File: src/rtl/gpio_wb_arbiter.sv
// rtl/gpio_wb_arbiter.sv - two-master round-robin Wishbone arbiter in front of a GPIO slave
// Optional ack watchdog: define GPIO_ARB_TIMEOUT_EN to enable the BUSY timeout and mN_err_o.
module gpio_wb_arbiter #(
  parameter int unsigned TIMEOUT_CYC = 16
) (
  input  logic        clk_i,
  input  logic        rst_i,
  input  logic        m0_cyc_i,
  input  logic        m0_stb_i,
  input  logic        m0_we_i,
  input  logic [31:0] m0_adr_i,
  input  logic [31:0] m0_dat_i,
  input  logic [3:0]  m0_sel_i,
  output logic [31:0] m0_dat_o,
  output logic        m0_ack_o,
  output logic        m0_err_o,
  input  logic        m1_cyc_i,
  input  logic        m1_stb_i,
  input  logic        m1_we_i,
  input  logic [31:0] m1_adr_i,
  input  logic [31:0] m1_dat_i,
  input  logic [3:0]  m1_sel_i,
  output logic [31:0] m1_dat_o,
  output logic        m1_ack_o,
  output logic        m1_err_o,
  output logic        s_cyc_o,
  output logic        s_stb_o,
  output logic        s_we_o,
  output logic [31:0] s_adr_o,
  output logic [3:0]  s_sel_o,
  output logic [31:0] s_dat_o,
  input  logic [31:0] s_dat_i,
  input  logic        s_ack_i,
  output logic [1:0]  grant_o
);

  typedef enum logic [1:0] {
    IDLE  = 2'd0,
    BUSY0 = 2'd1,
    BUSY1 = 2'd2
  } state_e;

  if (TIMEOUT_CYC < 2 || TIMEOUT_CYC > 255) begin : g_bad_timeout
    $error("gpio_wb_arbiter: TIMEOUT_CYC must be in 2..255");
  end

  state_e state_q, state_d;
  logic   last_grant_q, last_grant_d;
  logic   req0, req1;
  logic   timeout;

  assign req0 = m0_cyc_i & m0_stb_i;
  assign req1 = m1_cyc_i & m1_stb_i;

  // Read data is broadcast; only the owner's ack qualifies it.
  assign m0_dat_o = s_dat_i;
  assign m1_dat_o = s_dat_i;

`ifdef GPIO_ARB_TIMEOUT_EN
  localparam logic [7:0] TO_LAST = 8'(TIMEOUT_CYC - 1);

  logic [7:0] cnt_q, cnt_d;

  // Counter holds 0 in IDLE, so it is clear on every BUSY entry.
  always_comb begin
    cnt_d   = cnt_q;
    timeout = 1'b0;
    if (state_q == IDLE) begin
      cnt_d = 8'd0;
    end else if (!s_ack_i) begin
      timeout = (cnt_q == TO_LAST);
      cnt_d   = cnt_q + 8'd1;
    end
  end

  always_ff @(posedge clk_i) begin
    if (rst_i) begin
      cnt_q <= 8'd0;
    end else begin
      cnt_q <= cnt_d;
    end
  end
`else
  assign timeout = 1'b0;
`endif

  always_ff @(posedge clk_i) begin
    if (rst_i) begin
      state_q      <= IDLE;
      last_grant_q <= 1'b1;
    end else begin
      state_q      <= state_d;
      last_grant_q <= last_grant_d;
    end
  end

  always_comb begin
    state_d      = state_q;
    last_grant_d = last_grant_q;
    s_cyc_o      = 1'b0;
    s_stb_o      = 1'b0;
    s_we_o       = 1'b0;
    s_adr_o      = 32'd0;
    s_sel_o      = 4'd0;
    s_dat_o      = 32'd0;
    m0_ack_o     = 1'b0;
    m1_ack_o     = 1'b0;
    m0_err_o     = 1'b0;
    m1_err_o     = 1'b0;
    grant_o      = 2'b00;

    case (state_q)
      IDLE: begin
        if (req0 && req1) begin
          if (last_grant_q) begin
            state_d      = BUSY0;
            last_grant_d = 1'b0;
          end else begin
            state_d      = BUSY1;
            last_grant_d = 1'b1;
          end
        end else if (req0) begin
          state_d      = BUSY0;
          last_grant_d = 1'b0;
        end else if (req1) begin
          state_d      = BUSY1;
          last_grant_d = 1'b1;
        end
      end

      // A dropped cyc means abort: any ack arriving that cycle is swallowed.
      BUSY0: begin
        grant_o  = 2'b01;
        s_cyc_o  = m0_cyc_i & ~timeout;
        s_stb_o  = m0_stb_i & ~timeout;
        s_we_o   = m0_we_i;
        s_adr_o  = m0_adr_i;
        s_sel_o  = m0_sel_i;
        s_dat_o  = m0_dat_i;
        m0_ack_o = s_ack_i & m0_cyc_i;
        m0_err_o = timeout & m0_cyc_i;
        if (!m0_cyc_i || s_ack_i || timeout) begin
          state_d = IDLE;
        end
      end

      BUSY1: begin
        grant_o  = 2'b10;
        s_cyc_o  = m1_cyc_i & ~timeout;
        s_stb_o  = m1_stb_i & ~timeout;
        s_we_o   = m1_we_i;
        s_adr_o  = m1_adr_i;
        s_sel_o  = m1_sel_i;
        s_dat_o  = m1_dat_i;
        m1_ack_o = s_ack_i & m1_cyc_i;
        m1_err_o = timeout & m1_cyc_i;
        if (!m1_cyc_i || s_ack_i || timeout) begin
          state_d = IDLE;
        end
      end

      default: begin
        state_d = IDLE;
      end
    endcase
  end

endmodule

File: config.mk
export PLATFORM = sky130hd
export DESIGN_NAME = gpio_wb_arbiter
export DESIGN_NICKNAME = d
export VERILOG_FILES = /design/src/rtl/gpio_wb_arbiter.sv
export SDC_FILE = /design/constraint.sdc
export NUM_CORES = 1
export LEC_CHECK = 0
export CAP_MARGIN = 20
export CORE_AREA = 3 3 124 126
export CTS_CLUSTER_DIAMETER = 80
export DETAILED_ROUTE_END_ITERATION = 16
export DIE_AREA = 0 0 127 129
export DONT_BUFFER_PORTS = 1
export GPL_TIMING_DRIVEN = 0
export MAX_ROUTING_LAYER = met4
export PLACE_DENSITY = 0.3
export SETUP_SLACK_MARGIN = 0.2
export SLEW_MARGIN = 15
export SYNTH_ARGS = -nofsm -noshare
export SYNTH_HDL_FRONTEND = slang
export SYNTH_SLANG_ARGS = --single-unit
File: constraint.sdc
create_clock -name clk_i -period 2.6 [get_ports clk_i]
set_input_delay 0.39 -clock clk_i [delete_from_list [all_inputs] [get_ports clk_i]]
set_output_delay 0.39 -clock clk_i [all_outputs]
set_load 0.03 [all_outputs]
==> impl_metrics.csv <==
group,metric,value,unit
floorplan,num_rows,44,
global_routing,antenna_found_initial,0,
floorplan,die_area,16380,um^2
worst_setup_path,path_class,"reg -> out",
pwr,power.total,0.9288,mW
worst_setup_path,critPathMaxStageDelay,0.49,ns
clock_network,clk_latency,0.22,ns
pwr,intPower,0.4986,mW
detailed_routing,dr.pass1.iters,4,
timing,layout_min_cycle_time,2.306,ns
synthesis,yosysTopAreaCellShare,0.2949,
worst_setup_path,cp_data_required_time,2.21,ns
detailed_routing,post_drt_via_cell_ratio,4.402,
pwr,combPwrFrac,0.680,
synthesis,yosys-top-cells-area,"a22oi_1 (29%), buf_4 (27%), nor2b_1 (24%), ha_1 (3.4%), dfxtp_1 (3.3%)",
detailed_routing,drt-total-wl,8.642,mm
global_routing,track_usage,0.08984,
clock_network,h-tree-depth,1,
placement,gp_congestion,0.7676,
layout,drive_gt1_frac,0.6402,
synthesis,syn_inst,259,
floorplan,die_h,129,um
global_routing,grt_max_degree,11,
worst_setup_path,rr_startpoint,"state_q[1]",
clock_network,tritoncts,"yes",
min_path,hold_path_class,"in -> reg",
floorplan,start_util,0.1271,
pwr,switching_share,0.4632,
worst_setup_path,rr_worst_depth,5,
placement,port_buffers,0,
worst_setup_path,timing.rr.end,"state_q[0]",
floorplan,fp.coreArea,14420,um^2
floorplan,num_io_pins,318,
timing,clock.fmax,433.6,MHz
clock_network,cts_buffers,3,
global_routing,first_global_vias,1970,
global_routing,grt_pass1_wl,10.69,mm
min_path,hold_end,"last_grant_q",
clock_network,clock-root-buffer,"clkbuf_16",
clock_network,ctsHoldBuffers,0,
detailed_routing,drt_iter0_markers,28,
timing,holdWs,0.2737,ns
detailed_routing,final_antenna_net_count,0,
synthesis,ys_seq_area_frac,0.03276,
clock_network,cts_sinks,3,
global_routing,use_met2,0.1753,
detailed_routing,vias,1972,
synthesis,syn_area,1833,um^2
synthesis,yosysWarnings,0,
layout,fill_cells,1636,
pwr,p_leak,0.7908,nW
detailed_routing,drcViolationCount,0,
clock_network,clockBufferDepth,2,
layout,syn2layout_area_growth,37.54,%
timing,finalSetupViolCount,0,
worst_setup_path,cp.arrival,1.92,ns
layout,multiInputGateArea,1519,um^2
placement,dp_hpwl,7.513,mm
timing,hold_violations,0,
global_routing,grt.met3_usage,0.01121,
pwr,p_seq_frac,0.058,
synthesis,ys_seq_elements,3,
layout,antennaDiodeCount,0,
pwr,switchingPower,0.4302,mW
synthesis,synth_cell_type_count,22,
layout,seq_area,60.06,um^2
pwr,ir_worst_vdd,152.1,uV
detailed_routing,wl_per_cell,19.29,um
timing,min_period_over_period,0.8869,
timing,fin_tns_setup,0,ns
clock_network,cts_resized,103,
min_path,min_path_cells,1,
timing,grt_setup_unrepaired,"yes",
layout,final_cell_count_no_fill,448,
layout,final_util,0.1748,
clock_network,postCtsSetupBuffers,0,
timing,finClkSkew,0.001240,ns
synthesis,synth.largest_area_cell,"a22oi_1",
placement,dp.cells,444,
global_routing,grt_use_met1,0.09242,
global_routing,overflow,0,
floorplan,fp.dieW,127,um
timing,slew_viol_final,0,
layout,layout.nets,447,
worst_setup_path,endpoint_kind,"primary output",
synthesis,postSynthAreaPerCell,7.077,um^2
clock_network,clkTransAtPathRegs,0.03,ns
flow_run,drv_cap,0,
worst_setup_path,start_kind,"flop",
min_path,min_from,"rst_i",
worst_setup_path,reg2reg_slack,1.07,ns
global_routing,top_usage_layer,"met2",
pwr,clkPwrFrac,0.262,
status,outcome,"completed",
worst_setup_path,slowest_stage,"ha_2",
worst_setup_path,crit_chain,"inv_1 -> ha_2 -> clkbuf_1 -> nor2b_2",
pwr,power.density,368.4,nW/um^2
worst_setup_path,cp_max_fo,10,
==> routing by layer <==
| metal | share of wire | vias up |
|---|---|---|
| met5 | 0 | - |
| met4 | 0.021 | 0 |
| met3 | 0.088 | 10 |
| met2 | 0.55 | 200 |
| met1 | 0.34 | 902 |
| li1 | - | 860 |
==> placed cells by master, fill, tap and decap left out <==
cell type,synthesis,final
nand2b_1,3,3
nor2_1,1,1
a311o_1,1,1
clkbuf_4,0,1
a22oi_2,0,3
nor2b_2,0,41
nand2_1,1,1
dfxtp_1,3,3
buf_4,66,70
o211ai_1,1,1
inv_1,3,3
clkbuf_1,13,2
and3_2,1,1
and3_1,1,1
o22a_1,1,1
o32ai_1,1,1
buf_2,10,6
ha_1,5,3
conb_1,1,2
clkbuf_2,0,11
a22oi_1,72,69
o32ai_2,1,1
a22o_1,1,1
a21boi_1,1,1
ha_2,0,2
nor2b_4,0,30
or3b_1,1,1
clkbuf_16,0,3
==> cell type report <==
type / instances / area share
plain buffers: 89 / 0.2466
clock buffers: 4 / 0.03127
multi-input cells: 165 / 0.6025
flip-flops and latches: 3 / 0.02382
well taps: 184 / 0.09132
inverters: 3 / 0.004466
==> worst max-delay path by stage <==
| stage | startpoint | to | slack, ns | cells past startpoint |
|---|---|---|---|---|
| 4_1_cts | state_q[1] | s_adr_o[28] | 0.15 | 4 |
| 6_report | state_q[1] | s_adr_o[12] | 0.29 | 4 |
| 3_5_place_dp | state_q[0] | s_dat_o[3] | -0.35 | 6 |
| 2_1_floorplan | state_q[0] | s_adr_o[12] | 0.47 | 6 |
| 5_1_grt | state_q[1] | s_adr_o[11] | 0.12 | 4 |
| 3_3_place_gp | state_q[0] | s_dat_o[3] | -0.30 | 6 |
==> critical path: cells and delay by family (launching register included) <==
kind / cells / cell delay [ns]
adder cells (fa/ha/maj): 1 / 0.49
buffers and inverters: 2 / 0.41
flip-flops: 1 / 0.37
AND/OR/NAND/NOR: 1 / 0.42
==> Yosys cell counts <==
| library cell | count |
|---|---|
| a21boi_1 | 1 |
| a22o_1 | 1 |
| a22oi_1 | 72 |
| a311o_1 | 1 |
| and3_1 | 1 |
| and3_2 | 1 |
| buf_2 | 10 |
| buf_4 | 66 |
| clkbuf_1 | 13 |
| conb_1 | 1 |
| dfxtp_1 | 3 |
| ha_1 | 5 |
| inv_1 | 3 |
| nand2_1 | 1 |
| nand2b_1 | 3 |
| nor2_1 | 1 |
| nor2b_1 | 71 |
| o211ai_1 | 1 |
| o22a_1 | 1 |
| o32ai_1 | 1 |
| o32ai_2 | 1 |
| or3b_1 | 1 |
==> per-stage QoR <==
stage / cell area (um^2) / setup slack (ns)
6_report: 2521 / 0.2939
5_1_grt: 2521 / 0.1241
4_1_cts: 2449 / 0.1547
3_5_place_dp: 2067 / -0.3493
3_3_place_gp: 2067 / -0.3022
2_1_floorplan: 1837 / 0.4676
==> state kept, by name, indices dropped and copies added (netlist names) <==
signal        count
last_grant_q      1
state_q           2
==> power by group through the flow <==
stage	registers, mW	logic (mW)	clock network, mW
floorplan	0.0537	0.464	0
global placement	0.0547	0.547	0
detailed placement	0.0547	0.552	0
CTS	0.0541	0.626	0.248
global route	0.0548	0.677	0.253
finish	0.0540	0.632	0.243
==> kinds of logic after synthesis <==
group	Yosys count	share of synthesized area
AOI/OAI and AO/OA	79	0.3317
adders and majority gates	5	0.03413
buffers and inverters	92	0.3304
DFF	3	0.03277
other	1	0.002046
and+or+nand+nor	79	0.2689
No activity file was read; power rests on OpenSTA's default activity.
